--- src/rtl/pong_pkg.sv ---
// Shared pong definitions: goal-detector state encoding and screen geometry.
package pong_pkg;

    typedef enum logic [1:0] {
        PLAY       = 2'd0,
        SCORED     = 2'd1,
        SERVE_WAIT = 2'd2,
        OVER       = 2'd3
    } gd_state_t;

    localparam int SCREEN_W         = 640;
    localparam int SCREEN_H         = 480;
    localparam int DEF_LEFT_GOAL_X  = 0;
    localparam int DEF_RIGHT_GOAL_X = SCREEN_W - 1;

endpackage

--- src/rtl/goal_detector_if.sv ---
// Scoring link: ball position and game_over in, score/recentre/freeze controls out.
interface goal_detector_if #(
    parameter int X_WIDTH = 10
);
    logic               frame_tick;
    logic [X_WIDTH-1:0] ball_x;
    logic               game_over;
    logic               score_left;
    logic               score_right;
    logic               ball_recenter;
    logic               ball_freeze;
    logic               serve_dir;

    modport master (
        input  frame_tick, ball_x, game_over,
        output score_left, score_right, ball_recenter, ball_freeze, serve_dir
    );

    modport slave (
        output frame_tick, ball_x, game_over,
        input  score_left, score_right, ball_recenter, ball_freeze, serve_dir
    );
endinterface

--- src/rtl/serve_timer.sv ---
// Frame-tick down-counter for the post-goal serve delay; terminal when the count reaches zero.
module serve_timer #(
    parameter int CNT_WIDTH = 8,
    parameter int LOAD      = 59
) (
    input  logic clk,
    input  logic reset,
    input  logic clear,
    input  logic tick,
    output logic terminal
);
    logic [CNT_WIDTH-1:0] cnt;

    // Stops at zero, so it can never wrap even if ticks keep arriving.
    always_ff @(posedge clk) begin
        if (reset)
            cnt <= '0;
        else if (clear)
            cnt <= CNT_WIDTH'(LOAD);
        else if (tick && (cnt != '0))
            cnt <= cnt - 1'b1;
    end

    assign terminal = (cnt == '0);
endmodule

--- src/rtl/goal_detector.sv ---
// Detects goals once per frame, pulses the scorer, then freezes the ball for a serve delay.
// All outputs registered; game_over freezes the ball until reset.
module goal_detector
    import pong_pkg::*;
#(
    parameter int X_WIDTH            = 10,
    parameter int LEFT_GOAL_X        = DEF_LEFT_GOAL_X,
    parameter int RIGHT_GOAL_X       = DEF_RIGHT_GOAL_X,
    parameter int SERVE_DELAY_FRAMES = 60,
    parameter int CNT_WIDTH          = 8
) (
    input  logic              clk,
    input  logic              reset,
    goal_detector_if.master   bus
);
    localparam logic [1:0] S_PLAY       = PLAY;
    localparam logic [1:0] S_SCORED     = SCORED;
    localparam logic [1:0] S_SERVE_WAIT = SERVE_WAIT;
    localparam logic [1:0] S_OVER       = OVER;

    localparam logic [X_WIDTH-1:0] LEFT_X  = X_WIDTH'(LEFT_GOAL_X);
    localparam logic [X_WIDTH-1:0] RIGHT_X = X_WIDTH'(RIGHT_GOAL_X);

    logic [1:0] state;
    logic       hit_left;
    logic       hit_right;
    logic       timer_tick;
    logic       timer_done;

    assign hit_left   = bus.frame_tick && (bus.ball_x <= LEFT_X);
    assign hit_right  = bus.frame_tick && (bus.ball_x >= RIGHT_X);
    assign timer_tick = (state == S_SERVE_WAIT) && bus.frame_tick && !bus.game_over;

    serve_timer #(
        .CNT_WIDTH (CNT_WIDTH),
        .LOAD      (SERVE_DELAY_FRAMES - 1)
    ) u_serve_timer (
        .clk      (clk),
        .reset    (reset),
        .clear    (state == S_SCORED),
        .tick     (timer_tick),
        .terminal (timer_done)
    );

    always_ff @(posedge clk) begin
        if (reset) begin
            state             <= S_PLAY;
            bus.score_left    <= 1'b0;
            bus.score_right   <= 1'b0;
            bus.ball_recenter <= 1'b0;
            bus.ball_freeze   <= 1'b0;
            bus.serve_dir     <= 1'b0;
        end else begin
            bus.score_left    <= 1'b0;
            bus.score_right   <= 1'b0;
            bus.ball_recenter <= 1'b0;
            case (state)
                S_PLAY: begin
                    if (bus.game_over) begin
                        state           <= S_OVER;
                        bus.ball_freeze <= 1'b1;
                    end else if (hit_left || hit_right) begin
                        // Left goal wins a tie: right player scores, serve goes left.
                        state             <= S_SCORED;
                        bus.score_right   <= hit_left;
                        bus.score_left    <= !hit_left;
                        bus.ball_recenter <= 1'b1;
                        bus.ball_freeze   <= 1'b1;
                        bus.serve_dir     <= !hit_left;
                    end
                end
                S_SCORED: begin
                    state           <= S_SERVE_WAIT;
                    bus.ball_freeze <= 1'b1;
                end
                S_SERVE_WAIT: begin
                    if (bus.game_over) begin
                        state           <= S_OVER;
                        bus.ball_freeze <= 1'b1;
                    end else if (timer_tick && timer_done) begin
                        state           <= S_PLAY;
                        bus.ball_freeze <= 1'b0;
                    end
                end
                default: begin
                    state           <= S_OVER;
                    bus.ball_freeze <= 1'b1;
                end
            endcase
        end
    end
endmodule

--- src/flat_wrapper.sv ---
// flat-port wrapper written by rule: the top's interface ports become plain ports
module goal_detector_flat import pong_pkg::*;
#(
    parameter int X_WIDTH            = 10,
    parameter int LEFT_GOAL_X        = DEF_LEFT_GOAL_X,
    parameter int RIGHT_GOAL_X       = DEF_RIGHT_GOAL_X,
    parameter int SERVE_DELAY_FRAMES = 60,
    parameter int CNT_WIDTH          = 8
)
  (clk, reset, bus_frame_tick, bus_ball_x, bus_game_over, bus_score_left, bus_score_right, bus_ball_recenter, bus_ball_freeze, bus_serve_dir);
  goal_detector_if #(.X_WIDTH(X_WIDTH)) bus_i ();
  input  logic clk;
  input  logic reset;
  input wire logic [$bits(bus_i.frame_tick)-1:0] bus_frame_tick;
  input wire logic [$bits(bus_i.ball_x)-1:0] bus_ball_x;
  input wire logic [$bits(bus_i.game_over)-1:0] bus_game_over;
  output wire logic [$bits(bus_i.score_left)-1:0] bus_score_left;
  output wire logic [$bits(bus_i.score_right)-1:0] bus_score_right;
  output wire logic [$bits(bus_i.ball_recenter)-1:0] bus_ball_recenter;
  output wire logic [$bits(bus_i.ball_freeze)-1:0] bus_ball_freeze;
  output wire logic [$bits(bus_i.serve_dir)-1:0] bus_serve_dir;
  assign bus_i.frame_tick = bus_frame_tick;
  assign bus_i.ball_x = bus_ball_x;
  assign bus_i.game_over = bus_game_over;
  assign bus_score_left = bus_i.score_left;
  assign bus_score_right = bus_i.score_right;
  assign bus_ball_recenter = bus_i.ball_recenter;
  assign bus_ball_freeze = bus_i.ball_freeze;
  assign bus_serve_dir = bus_i.serve_dir;
  goal_detector #(.X_WIDTH(X_WIDTH), .LEFT_GOAL_X(LEFT_GOAL_X), .RIGHT_GOAL_X(RIGHT_GOAL_X), .SERVE_DELAY_FRAMES(SERVE_DELAY_FRAMES), .CNT_WIDTH(CNT_WIDTH)) u_core (.clk(clk), .reset(reset), .bus(bus_i));
endmodule
--- config.mk ---
export PLATFORM = sky130hd
export DESIGN_NAME = goal_detector_flat
export DESIGN_NICKNAME = d
export VERILOG_FILES = /design/src/rtl/pong_pkg.sv /design/src/rtl/goal_detector_if.sv /design/src/rtl/serve_timer.sv /design/src/rtl/goal_detector.sv /design/src/flat_wrapper.sv
export SDC_FILE = /design/constraint.sdc
export NUM_CORES = 1
export LEC_CHECK = 0
export CORE_AREA = 2 2 39 41
export CTS_BUF_LIST = sky130_fd_sc_hd__clkbuf_8
export CTS_CLUSTER_SIZE = 12
export DETAILED_ROUTE_END_ITERATION = 8
export DIE_AREA = 0 0 41 43
export DONT_BUFFER_PORTS = 1
export PLACE_DENSITY_LB_ADDON = 0.15
export SKIP_CTS_REPAIR_TIMING = 1
export SYNTH_ARGS = -nofsm -noshare
export SYNTH_HDL_FRONTEND = slang
export SYNTH_SLANG_ARGS = --single-unit
--- constraint.sdc ---
create_clock -name clk -period 1.8 [get_ports clk]
set_clock_uncertainty 0.1 [all_clocks]
set_input_delay 0.27 -clock clk [delete_from_list [all_inputs] [get_ports clk]]
set_output_delay 0.27 -clock clk [all_outputs]
set_load 0.02 [all_outputs]
### Word level (Yosys, flattened, before mapping)

Index checks and enable logic that the tools add are counted.

* input port bits: 14
* output and inout port bits: 5
* word-level logic and storage cells: 49
* register bits: 15

* bitwise gates (word level): 3
* $add $sub $neg: 1
* reduce and logical (&&, ||, !) cells: 18
* $lt $le $gt $ge: 2
* muxes and demuxes: 13
* equality and inequality tests: 4

Operator list (number)
* 2-to-1 mux 6 bit: 2
* greater-or-equal comparator 10 bit (second input constant): 1
* less-or-equal comparator 10 x 1 -> 1 bit (second input constant): 1
* zero test 8 bit: 1
* 2-to-1 mux 2 bit: 4
* nonzero test 8 bit: 1
* subtractor 8 x 1 -> 8 bit (second input constant): 1
* logical AND 1 bit: 6
* one-hot mux 2 bit (3 select lines): 1
* 2-to-1 mux 1 bit: 5
* OR reduction 4 bit: 1
* inequality test 3 x 2 -> 1 bit (second input constant): 1
* inequality test 3 bit (second input constant): 1
* NOT 1 bit: 3
* AND reduction 3 bit: 1
* OR reduction 3 bit: 1
* equality test 2 x 1 -> 1 bit (second input constant): 1
* equality test 2 bit (second input constant): 1
* zero test 1 bit: 2
* zero test 2 bit: 1
* one-hot mux 1 bit (2 select lines): 1
* AND reduction 2 bit: 1
* nonzero test 2 bit: 1
* OR reduction 2 bit: 1
* logical OR 1 bit: 1

### Logic depth before layout (Yosys ltp)

Gate-level depths: netlist (run 1).

* depth in word-level cells: 7
* depth in mapped cells: 7
* gate-level depth less buffers: 6

### Modules after synthesis

From an unflattened synthesis (run 1), not the netlist that was laid out.

* cells, all modules: 96
* area total of the unflattened synthesis: 820.8 µm²

By module, submodules not included
* serve_timer: area each 499.2 µm², cells each 58, times used 1
* goal_detector: area each 321.6 µm², cells each 38, times used 1

### Worst setup path after synthesis (run 1)

No wires, ideal clock.

* path kind: reg-to-reg
* from: reg u_core.u_serve_timer.cnt[0]
* to: reg u_core.u_serve_timer.cnt[2]
* stages on the path, launching flop included: 8
* buffers on the path: 1
* library setup time: 0.116 ns
* data arrival time: 1.540 ns
* slack: 0.045 ns
* data required time: 1.584 ns
* path through: dfxtp_1 > inv_1 > ha_1 > or3b_1 > buf_2 > o311a_2 > xnor2_1 > nor2_1

* longest elaborated chain between the ends: 2
* elaborated cells on any way between the ends: 3
* those cells by class: add/sub (1); reduce/logical (2)

Ends and longest elaborated chain
* from (decl): RTL line serve_timer.sv:12 `logic [CNT_WIDTH-1:0] cnt;`
* from (signal assigned): RTL line serve_timer.sv:19 `cnt <= CNT_WIDTH'(LOAD);`
* from (signal assigned): RTL line serve_timer.sv:21 `cnt <= cnt - 1'b1;`
* branches (longest 2 deep; another with subtractor 8 x 1 -> 8 bit)

Several ways; the timed one is not identified.
A chain may end at the register's enable or synchronous reset.

### Worst setup path after layout (run 1)

* from: reg u_core.u_serve_timer.cnt[1]
* to: reg u_core.u_serve_timer.cnt[2]

The elaborated chain is that of the path after synthesis.

==> results of run 1 <==
[registers in the layout, indices dropped and copies added (netlist names)]
| name | cells |
|---|---|
| u_core.bus.ball_freeze | 1 |
| u_core.bus.score_right | 1 |
| u_core.bus.ball_recenter | 1 |
| u_core.u_serve_timer.cnt | 8 |
| u_core.bus.score_left | 1 |
| u_core.state | 2 |
| u_core.bus.serve_dir | 1 |
[report_power, final]
part | total, uW | leakage [uW] | switching, uW | internal, uW
clock | 273 | 0.0000255 | 119 | 153
combinational | 152 | 0.000127 | 80.6 | 71.6
sequential | 388 | 0.000123 | 30.0 | 358
[worst max-delay path, cell delays in order (launching register included)]
cell and delay, ns:
dfxtp_2 0.34, inv_2 0.07, ha_4 0.12, or3b_4 0.40, o311a_2 0.40, xnor2_1 0.14, nor2_1 0.05
[cells in the final DEF (no fill, tap or decap), types with 2 or more instances in the layout]
cell type | synthesis | routed
a211oi_1 | 4 | 3
a21oi_1 | 6 | 6
nor2_1 | 8 | 8
o211ai_1 | 2 | 2
xor2_1 | 4 | 4
clkbuf_8 | 0 | 3
inv_2 | 0 | 2
dfxtp_1 | 15 | 14
nand2b_1 | 4 | 4
nand2_1 | 2 | 2
nand3_1 | 2 | 2
nor3_1 | 7 | 6
nor4_1 | 2 | 2
nand4_1 | 3 | 3
a31oi_1 | 2 | 2
[synth_stat cells]
cell	n	share of area [%]
nand4_1	3	2.6
nor3_1	7	4.8
dfxtp_1	15	41
a21oi_1	6	4.1
a31oi_1	2	1.7
inv_1	3	1.5
and4bb_2	1	1.7
clkbuf_1	1	0.51
nor3b_1	1	1.0
a41oi_1	1	1.2
or3b_1	1	1.2
o31ai_1	1	1.0
nor2b_1	1	0.85
clkbuf_2	1	0.68
nor4_1	2	1.7
nand3_1	2	1.4
nor4b_1	1	1.2
or3_1	1	0.85
xor2_1	4	4.8
o211ai_1	2	2.0
and3_1	1	0.85
o31a_1	1	1.2
nor2_1	8	4.1
or4_1	1	1.0
ha_1	2	3.4
o311a_2	1	1.5
buf_2	1	0.68
nand2_1	2	1.0
nand2b_1	4	3.4
xnor2_1	1	1.2
a211oi_1	4	4.1
o21ai_0	1	0.68
o2111ai_1	1	1.2
[layer usage]
layer / vias up / part of all wire (%) / routed length (um)
met3: 6 / 6.3 / 94
met4: 0 / 3.1 / 46
met1: 300 / 42 / 629
li1: 318 / - / -
met2: 25 / 48 / 723
met5: - / 0 / 0
[cell type report]
class	count	area share, %
clock buffers	3	5.03
clock inverters	1	0.610
inverters	3	1.37
multi-input cells	63	52.9
flip-flops and latches	15	36.7
well taps	16	2.44
repair buffers	1	0.915
[kinds of logic after synthesis]
kind of cell,after synthesis,share of synthesized area (%)
buffers and inverters,6,3.41
and+or+nand+nor,36,27.6
xor gates and xnor gates,5,5.96
adders and majority gates,2,3.41
AOI/OAI and AO/OA,20,18.7
DFF,15,40.9
[metrics by stage]
step | power (uW) | area [sq um] | hold WS, ns
after floorplan | 506 | 734 | 0.336
after global placement | 523 | 748 | 0.240
after detailed placement | 526 | 748 | 0.242
after CTS | 802 | 795 | -0.0260
after global routing | 860 | 821 | -0.0375
final | 813 | 821 | -0.0313
[path summary, 6_finish.rpt]
kind / start / endpoint / depth (start not counted) / slack [ns]
setup reg to reg: u_core.u_serve_timer.cnt[1] / u_core.u_serve_timer.cnt[2] / 6 / 0.06
setup / recovery: u_core.u_serve_timer.cnt[1] / u_core.u_serve_timer.cnt[2] / 6 / 0.06
hold / removal: reset / u_core.u_serve_timer.cnt[1] / 1 / -0.03
hold reg to reg: u_core.u_serve_timer.cnt[7] / u_core.u_serve_timer.cnt[7] / 2 / 0.40
==> impl_metrics.env, run 1 <==
export IMPL_status="finished with violations"
export IMPL_violations="negative hold slack"
export IMPL_fin_cells=102
export IMPL_cts_made_buffers=3
export IMPL_grt_pass1_wl_um=2620
export IMPL_hold_path_class="in2reg"
export IMPL_hold_viol=8
export IMPL_final_util_pct=59.3
export IMPL_syn_nets=100
export IMPL_grt_busiest_layer="met2"
export IMPL_clk_latency_ns=0.25
export IMPL_first_global_vias=637
export IMPL_yosys_warnings=0
export IMPL_setup_tns_final_ns=0
export IMPL_drcViolationCount=0
export IMPL_placed_cells=98
export IMPL_ys_seq_area_share_pct=40.9
export IMPL_port_buffer_count=0
export IMPL_ant_nets=0
export IMPL_vias_per_cell=6.36
export IMPL_cts_root_buf="clkbuf_8"
export IMPL_slew_headroom_pct=72.7
export IMPL_area_growth_pct=11.8
export IMPL_max_slew_worst_pin_slew_ns=0.407
export IMPL_met3_usage_pct=6.28
export IMPL_cts_tree="built"
export IMPL_numClockSinks=15
export IMPL_ys_seq_elements=15
export IMPL_dieArea_sq_um=1760
export IMPL_initial_core_util_pct=53.1
export IMPL_p_leak_uw=0.000276
export IMPL_cts_htree_levels=1
export IMPL_max_freq_mhz=575
export IMPL_slew_violations=0
export IMPL_seqCellArea_sq_um=302
export IMPL_nets=103
export IMPL_rsz0062_at_grt="true"
export IMPL_cp_start_kind="flop"
export IMPL_fin_crit_sh_pct=96.6
export IMPL_drtIter0Drc=10
export IMPL_final_fill_count=129
export IMPL_cp_required_ns=1.84
export IMPL_vdd_ir_drop_max_uv=554
export IMPL_grt_overflow=0
export IMPL_multiInputGateArea_sq_um=434
export IMPL_hpwl_um=1130
export IMPL_cp_end_kind="flop"
export IMPL_syn_cell_area_sq_um=734
export IMPL_final_setup_worst_slack_ns=0.0613
export IMPL_gp_congestion=0.737
export IMPL_drive_gt1_share_pct=16.3
export IMPL_diodes=0
export IMPL_setup_viol=0
export IMPL_pre_cts_slack_ns=0.0170
export IMPL_synthCells=84
export IMPL_worstSetupPathType="reg2reg"
export IMPL_route_vias_total=649
export IMPL_gr_usage_met1_pct=25.3
export IMPL_crit_fanout=6
export IMPL_drt_pass1_iter_count=4
export IMPL_antenna_found_initial=0
export IMPL_grt_max_degree=11
export IMPL_maxCapViolCount=0
export IMPL_grt_total_usage_pct=22.3
export IMPL_num_rows=14
export IMPL_die_height_um=43
export IMPL_synthDistinctLibCells=33
export IMPL_die_x_um=41
export IMPL_path_clk_slew_ns=0.06
export IMPL_wl_per_cell_um=14.6
export IMPL_syn_avg_cell_area_sq_um=8.74
export IMPL_period_minus_slack_ns=1.74
export IMPL_ioPinCount=19
export IMPL_power_density_nw_per_um2=990
export IMPL_use_met2_pct=33.8
export IMPL_hold_ws_ns=-0.0313
export IMPL_core_area_sq_um=1380
export IMPL_clockBufferDepth=2
export IMPL_wl_um=1490
export IMPL_worstPathArrival_ns=1.78
Power figures use the tool's default switching activity.
==> inputs of run 2 (changes only) <==
CORE_AREA = not set   (was 2 2 39 41)
CORE_MARGIN = 2   (was not set)
CORE_UTILIZATION = 52   (was not set)
CTS_BUF_LIST = not set   (was sky130_fd_sc_hd__clkbuf_8)
DIE_AREA = not set   (was 0 0 41 43)
==> run 2 against run 1 <==
Against the previous run: the flow still finishes with violations (negative hold slack); clock power fell by 29%; count of clock-buffer cells in the layout rose by 1; critical path depth rose by 1; sequential power barely moved; cell count did not move; core utilization rose by 3.4 points; setup slack improved by 0.00088 ns; global-route usage fell by 3.1 points; first-iteration DRC count fell by 10%; non-clock buffer count rose by 1; fmax barely moved; largest cell class unchanged.
==> impl_metrics.env, run 2 (synthesis gave the netlist of run 1 again) <==
export IMPL_status="finished with violations"
export IMPL_grt_total_usage_pct=19.3
export IMPL_clockBufferDepth=2
export IMPL_nets=104
export IMPL_path_clk_slew_ns=0.09
export IMPL_die_x_um=41.6
export IMPL_crit_slowest_cell="or3b_4"
export IMPL_crit_buf_inv=2
export IMPL_cts_root_buf="clkbuf_4"
export IMPL_top_register="u_core.u_serve_timer.cnt"
export IMPL_p_leak_uw=0.000274
export IMPL_dieArea_sq_um=1730
export IMPL_num_rows=13
export IMPL_wl_per_cell_um=14.3
export IMPL_route_vias_total=643
export IMPL_slew_headroom_pct=75.2
export IMPL_crit_fanout=6
export IMPL_numClockSinks=15
export IMPL_pre_cts_slack_ns=0.0215
export IMPL_cts_htree_levels=1
export IMPL_period_minus_slack_ns=1.74
export IMPL_hold_path_class="in2reg"
export IMPL_cp_end_kind="flop"
export IMPL_stdcell_area_sq_um=826
export IMPL_port_buffer_count=0
export IMPL_die_height_um=41.6
export IMPL_cpLargestDelayFamily="simple AND/OR/NAND/NOR gates"
export IMPL_clk_latency_ns=0.29
export IMPL_antenna_found_initial=0
export IMPL_first_global_vias=615
export IMPL_largestRegisters="u_core.u_serve_timer.cnt: 8 flops, u_core.state: 2 flops"
export IMPL_max_slew_worst_pin_slew_ns=0.369
export IMPL_area_growth_pct=12.4
export IMPL_hold_ws_ns=-0.0757
export IMPL_hold_viol=8
export IMPL_vias_per_cell=6.30
export IMPL_max_stage_delay_ns=0.40
export IMPL_layout_commonest_cell="dfxtp_1"
export IMPL_cp_start_kind="flop"
export IMPL_setup_viol=0
export IMPL_core_area_sq_um=1320
export IMPL_detailed_place_area_sq_um=747
export IMPL_grt_pass1_wl_um=2570
export IMPL_final_cell_mix="13 x dfxtp_1, 8 x nor2_1, 6 x a21oi_1"
export IMPL_worstSetupPathType="reg2reg"
export IMPL_grt_max_degree=11
export IMPL_diodes=0
export IMPL_violations="negative hold slack"
export IMPL_ioPinCount=19
export IMPL_worstPathArrival_ns=1.82
export IMPL_ant_nets=0
export IMPL_final_setup_worst_slack_ns=0.0622
export IMPL_maxCapViolCount=0
export IMPL_final_fill_count=129
export IMPL_vdd_ir_drop_max_uv=587
export IMPL_gp_congestion=0.744
export IMPL_cts_tree="built"
export IMPL_fin_crit_sh_pct=96.5
export IMPL_max_freq_mhz=575
export IMPL_hpwl_um=1080
export IMPL_path_cells="inv_2, ha_4, or3b_4, o211ai_1, buf_4, xor2_1, a21oi_1"
export IMPL_wl_um=1460
export IMPL_drtIter0Drc=9
export IMPL_grt_overflow=0
export IMPL_cp_required_ns=1.89
export IMPL_cts_made_buffers=3
export IMPL_power_density_nw_per_um2=895
export IMPL_drive_gt1_share_pct=20.7
export IMPL_largest_reg_flops=8
export IMPL_drt_pass1_iter_count=4
export IMPL_drcViolationCount=0
export IMPL_slew_violations=0
export IMPL_initial_core_util_pct=55.7
[run 2: cell count changes in the layout (fill, tap and decap cells not counted), sizes merged]
cell	before	now
clkinv	1	0
buf	1	2
clkbuf	3	4
[run 2: area by class of cell]
| cell class | count | area, sq um | share of cell area, % |
|---|---|---|---|
| multi-input cells | 63 | 452 | 54.7 |
| flip-flops and latches | 15 | 303 | 36.7 |
| clock buffers | 4 | 26.3 | 3.18 |
| well taps | 15 | 18.8 | 2.27 |
| repair buffers | 2 | 15.0 | 1.82 |
| inverters | 3 | 11.3 | 1.36 |
[run 2: metrics by stage]
| stage | hold slack, ns | std cells | total power (uW) | utilization [%] | setup TNS (ns) |
|---|---|---|---|---|---|
| 2_1_floorplan | 0.336 | 84 | 506 | - | 0 |
| 3_3_place_gp | 0.241 | 97 | 521 | 56.7 | 0 |
| 3_5_place_dp | 0.243 | 97 | 524 | 56.7 | 0 |
| 4_1_cts | -0.0731 | 101 | 718 | 58.7 | 0 |
| 5_1_grt | -0.0962 | 102 | 793 | 62.7 | -0.0976 |
| 6_report | -0.0757 | 102 | 739 | 62.7 | 0 |
[run 2: power by group]
group	total [uW]	switching (uW)	internal [uW]
Sequential	389	31.0	358
Clock	193	107	86.2
Combinational	157	80.4	76.5
Total	739	218	520
[run 2: path summary, 6_finish.rpt]
check,start,end,slack [ns],cells past startpoint
max reg2reg,u_core.u_serve_timer.cnt[1],u_core.u_serve_timer.cnt[3],0.06,7
min,reset,u_core.u_serve_timer.cnt[0],-0.08,1
min reg2reg,u_core.state[1],u_core.state[1],0.43,2
max,u_core.u_serve_timer.cnt[1],u_core.u_serve_timer.cnt[3],0.06,7
[run 2: routing by layer]
| layer | track usage, % | vias to the layer above | part of all wire [%] |
|---|---|---|---|
| li1 | - | 322 | - |
| met1 | 25.0 | 299 | 44 |
| met2 | 28.4 | 18 | 48 |
| met3 | 9.13 | 4 | 6.6 |
| met4 | 5.81 | 0 | 1.4 |
| met5 | 0 | - | 0 |
==> inputs of run 3 (changes only) <==
CELL_PAD_IN_SITES_DETAIL_PLACEMENT = 1   (was not set)
CELL_PAD_IN_SITES_GLOBAL_PLACEMENT = 1   (was not set)
CORE_UTILIZATION = 39   (was 52)
==> run 3 against run 2 <==
Against the previous run: the flow now finishes without violations; flip-flop and latch count unchanged; core utilization down 13 points; clock power about the same; wire length up 23%; cell count up 11%; count of clock-buffer cells in the layout down 1; hold slack better by 0.15 ns; highest routed layer unchanged.
==> impl_metrics.env, run 3 (synthesis gave the netlist of run 1 again) <==
export IMPL_vdd_ir_drop_max_uv=335
export IMPL_cp_required_ns=1.87
export IMPL_port_buffer_count=0
export IMPL_crit_fanout=6
export IMPL_first_global_vias=660
export IMPL_grt_max_degree=11
export IMPL_ant_nets=0
export IMPL_top_register="u_core.u_serve_timer.cnt"
export IMPL_path_clk_slew_ns=0.10
export IMPL_final_fill_count=205
export IMPL_path_cells="inv_2, ha_4, or3b_4, o211ai_1, xor2_1, a21oi_1"
export IMPL_wl_per_cell_um=15.9
export IMPL_layout_commonest_cell="dfxtp_1"
export IMPL_cts_htree_levels=1
export IMPL_largest_reg_flops=8
export IMPL_drt_pass1_iter_count=4
export IMPL_grt_pass1_wl_um=2750
export IMPL_status="finished, final reports clean"
export IMPL_placed_cells=107
export IMPL_fin_cells=113
export IMPL_fin_crit_sh_pct=96.6
export IMPL_crit_slowest_cell="or3b_4"
export IMPL_drive_gt1_share_pct=22.7
export IMPL_hpwl_um=1330
export IMPL_initial_core_util_pct=42.1
export IMPL_final_util_pct=49.6
export IMPL_r2r_start="u_core.u_serve_timer.cnt[1]"
export IMPL_period_minus_slack_ns=1.74
export IMPL_numClockSinks=15
export IMPL_dieArea_sq_um=2250
export IMPL_slew_violations=0
export IMPL_area_growth_pct=17.9
export IMPL_clockBufferDepth=2
export IMPL_diodes=0
export IMPL_largestRegisters="u_core.u_serve_timer.cnt: 8 flops, u_core.state: 2 flops"
export IMPL_max_stage_delay_ns=0.41
export IMPL_worstPathArrival_ns=1.81
export IMPL_final_setup_worst_slack_ns=0.0604
export IMPL_drcViolationCount=0
export IMPL_die_height_um=47.4
export IMPL_nets=105
export IMPL_clk_latency_ns=0.28
export IMPL_hold_path_class="in2reg"
export IMPL_max_freq_mhz=575
export IMPL_grt_overflow=0
export IMPL_drtIter0Drc=6
export IMPL_wl_um=1800
export IMPL_r2r_end="u_core.u_serve_timer.cnt[3]"
export IMPL_detailed_place_area_sq_um=759
export IMPL_core_area_sq_um=1750
export IMPL_startpoint="u_core.u_serve_timer.cnt[1]"
export IMPL_setup_viol=0
export IMPL_grt_total_usage_pct=17.4
export IMPL_cp_end_kind="flop"
export IMPL_ioPinCount=19
export IMPL_p_leak_uw=0.000283
export IMPL_cp_start_kind="flop"
export IMPL_route_vias_total=667
export IMPL_cts_tree="built"
export IMPL_antenna_found_initial=0
export IMPL_max_slew_worst_pin_slew_ns=0.408
export IMPL_maxCapViolCount=0
export IMPL_die_x_um=47.4
export IMPL_cts_made_buffers=3
export IMPL_cts_root_buf="clkbuf_4"
export IMPL_crit_end="u_core.u_serve_timer.cnt[3]"
export IMPL_power_density_nw_per_um2=880
export IMPL_hold_ws_ns=0.0740
export IMPL_pre_cts_slack_ns=-0.0220
export IMPL_slew_headroom_pct=72.6
export IMPL_rr_worst_depth=6
export IMPL_worstSetupPathType="reg2reg"
export IMPL_hold_viol=0
export IMPL_vias_per_cell=5.90
export IMPL_num_rows=15
export IMPL_final_cell_mix="13 x dfxtp_1, 8 x nor2_1, 6 x a21oi_1"
export IMPL_stdcell_area_sq_um=866
export IMPL_reg2reg_slack_ns=0.06
export IMPL_gp_congestion=0.823
[run 3: cell type report]
type / count / area (sq um) / share of cell area, %
Sequential cell: 15 / 303 / 35.0
Clock inverter: 1 / 5.00 / 0.578
Multi-Input combinational cell: 63 / 468 / 54.0
Tap cell: 25 / 31.3 / 3.61
Timing Repair Buffer: 3 / 25.0 / 2.89
Inverter: 3 / 11.3 / 1.30
Clock buffer: 3 / 22.5 / 2.60
[run 3: metal layers]
layer	vias to the layer above	track usage [%]	wire length (um)
li1	324	-	-
met1	324	20.0	754
met2	17	30.3	930
met3	2	5.00	98
met4	0	6.67	12
met5	-	0	0
[run 3: worst min path at each step]
| stage | from | endpoint | slack [ns] | cells past startpoint |
|---|---|---|---|---|
| finish | bus_frame_tick | u_core.bus.score_left | 0.07 | 2 |
| global route | bus_frame_tick | u_core.bus.score_left | 0.08 | 2 |
| CTS | reset | u_core.u_serve_timer.cnt[4] | -0.07 | 1 |
| detailed placement | reset | u_core.u_serve_timer.cnt[4] | 0.24 | 1 |
| global placement | reset | u_core.u_serve_timer.cnt[5] | 0.24 | 1 |
| floorplan | bus_frame_tick | u_core.bus.score_left | 0.34 | 2 |
[run 3: where the power goes]
| part | internal, uW | total (uW) | switching [uW] |
|---|---|---|---|
| Sequential | 358 | 390 | 32.2 |
| Combinational | 81.8 | 177 | 95.0 |
| Clock | 82.4 | 195 | 113 |
| Total | 522 | 762 | 240 |
[run 3: through the flow]
step	power (uW)	TNS [ns]
after global placement	525	0
after detailed placement	530	-0.0220
after global routing	817	-0.0546
after floorplan	506	0
after CTS	731	-0.0689
final	762	0
[run 3: worst max-delay path: cells and delay by family (launching register included)]
kind                       cells  cell delay, ns
adders and majority gates      1            0.13
DFF                            1            0.35
buffers and inverters          1            0.08
and+or+nand+nor                1            0.41
AOI/OAI and AO/OA              2            0.38
xor gates and xnor gates       1            0.18
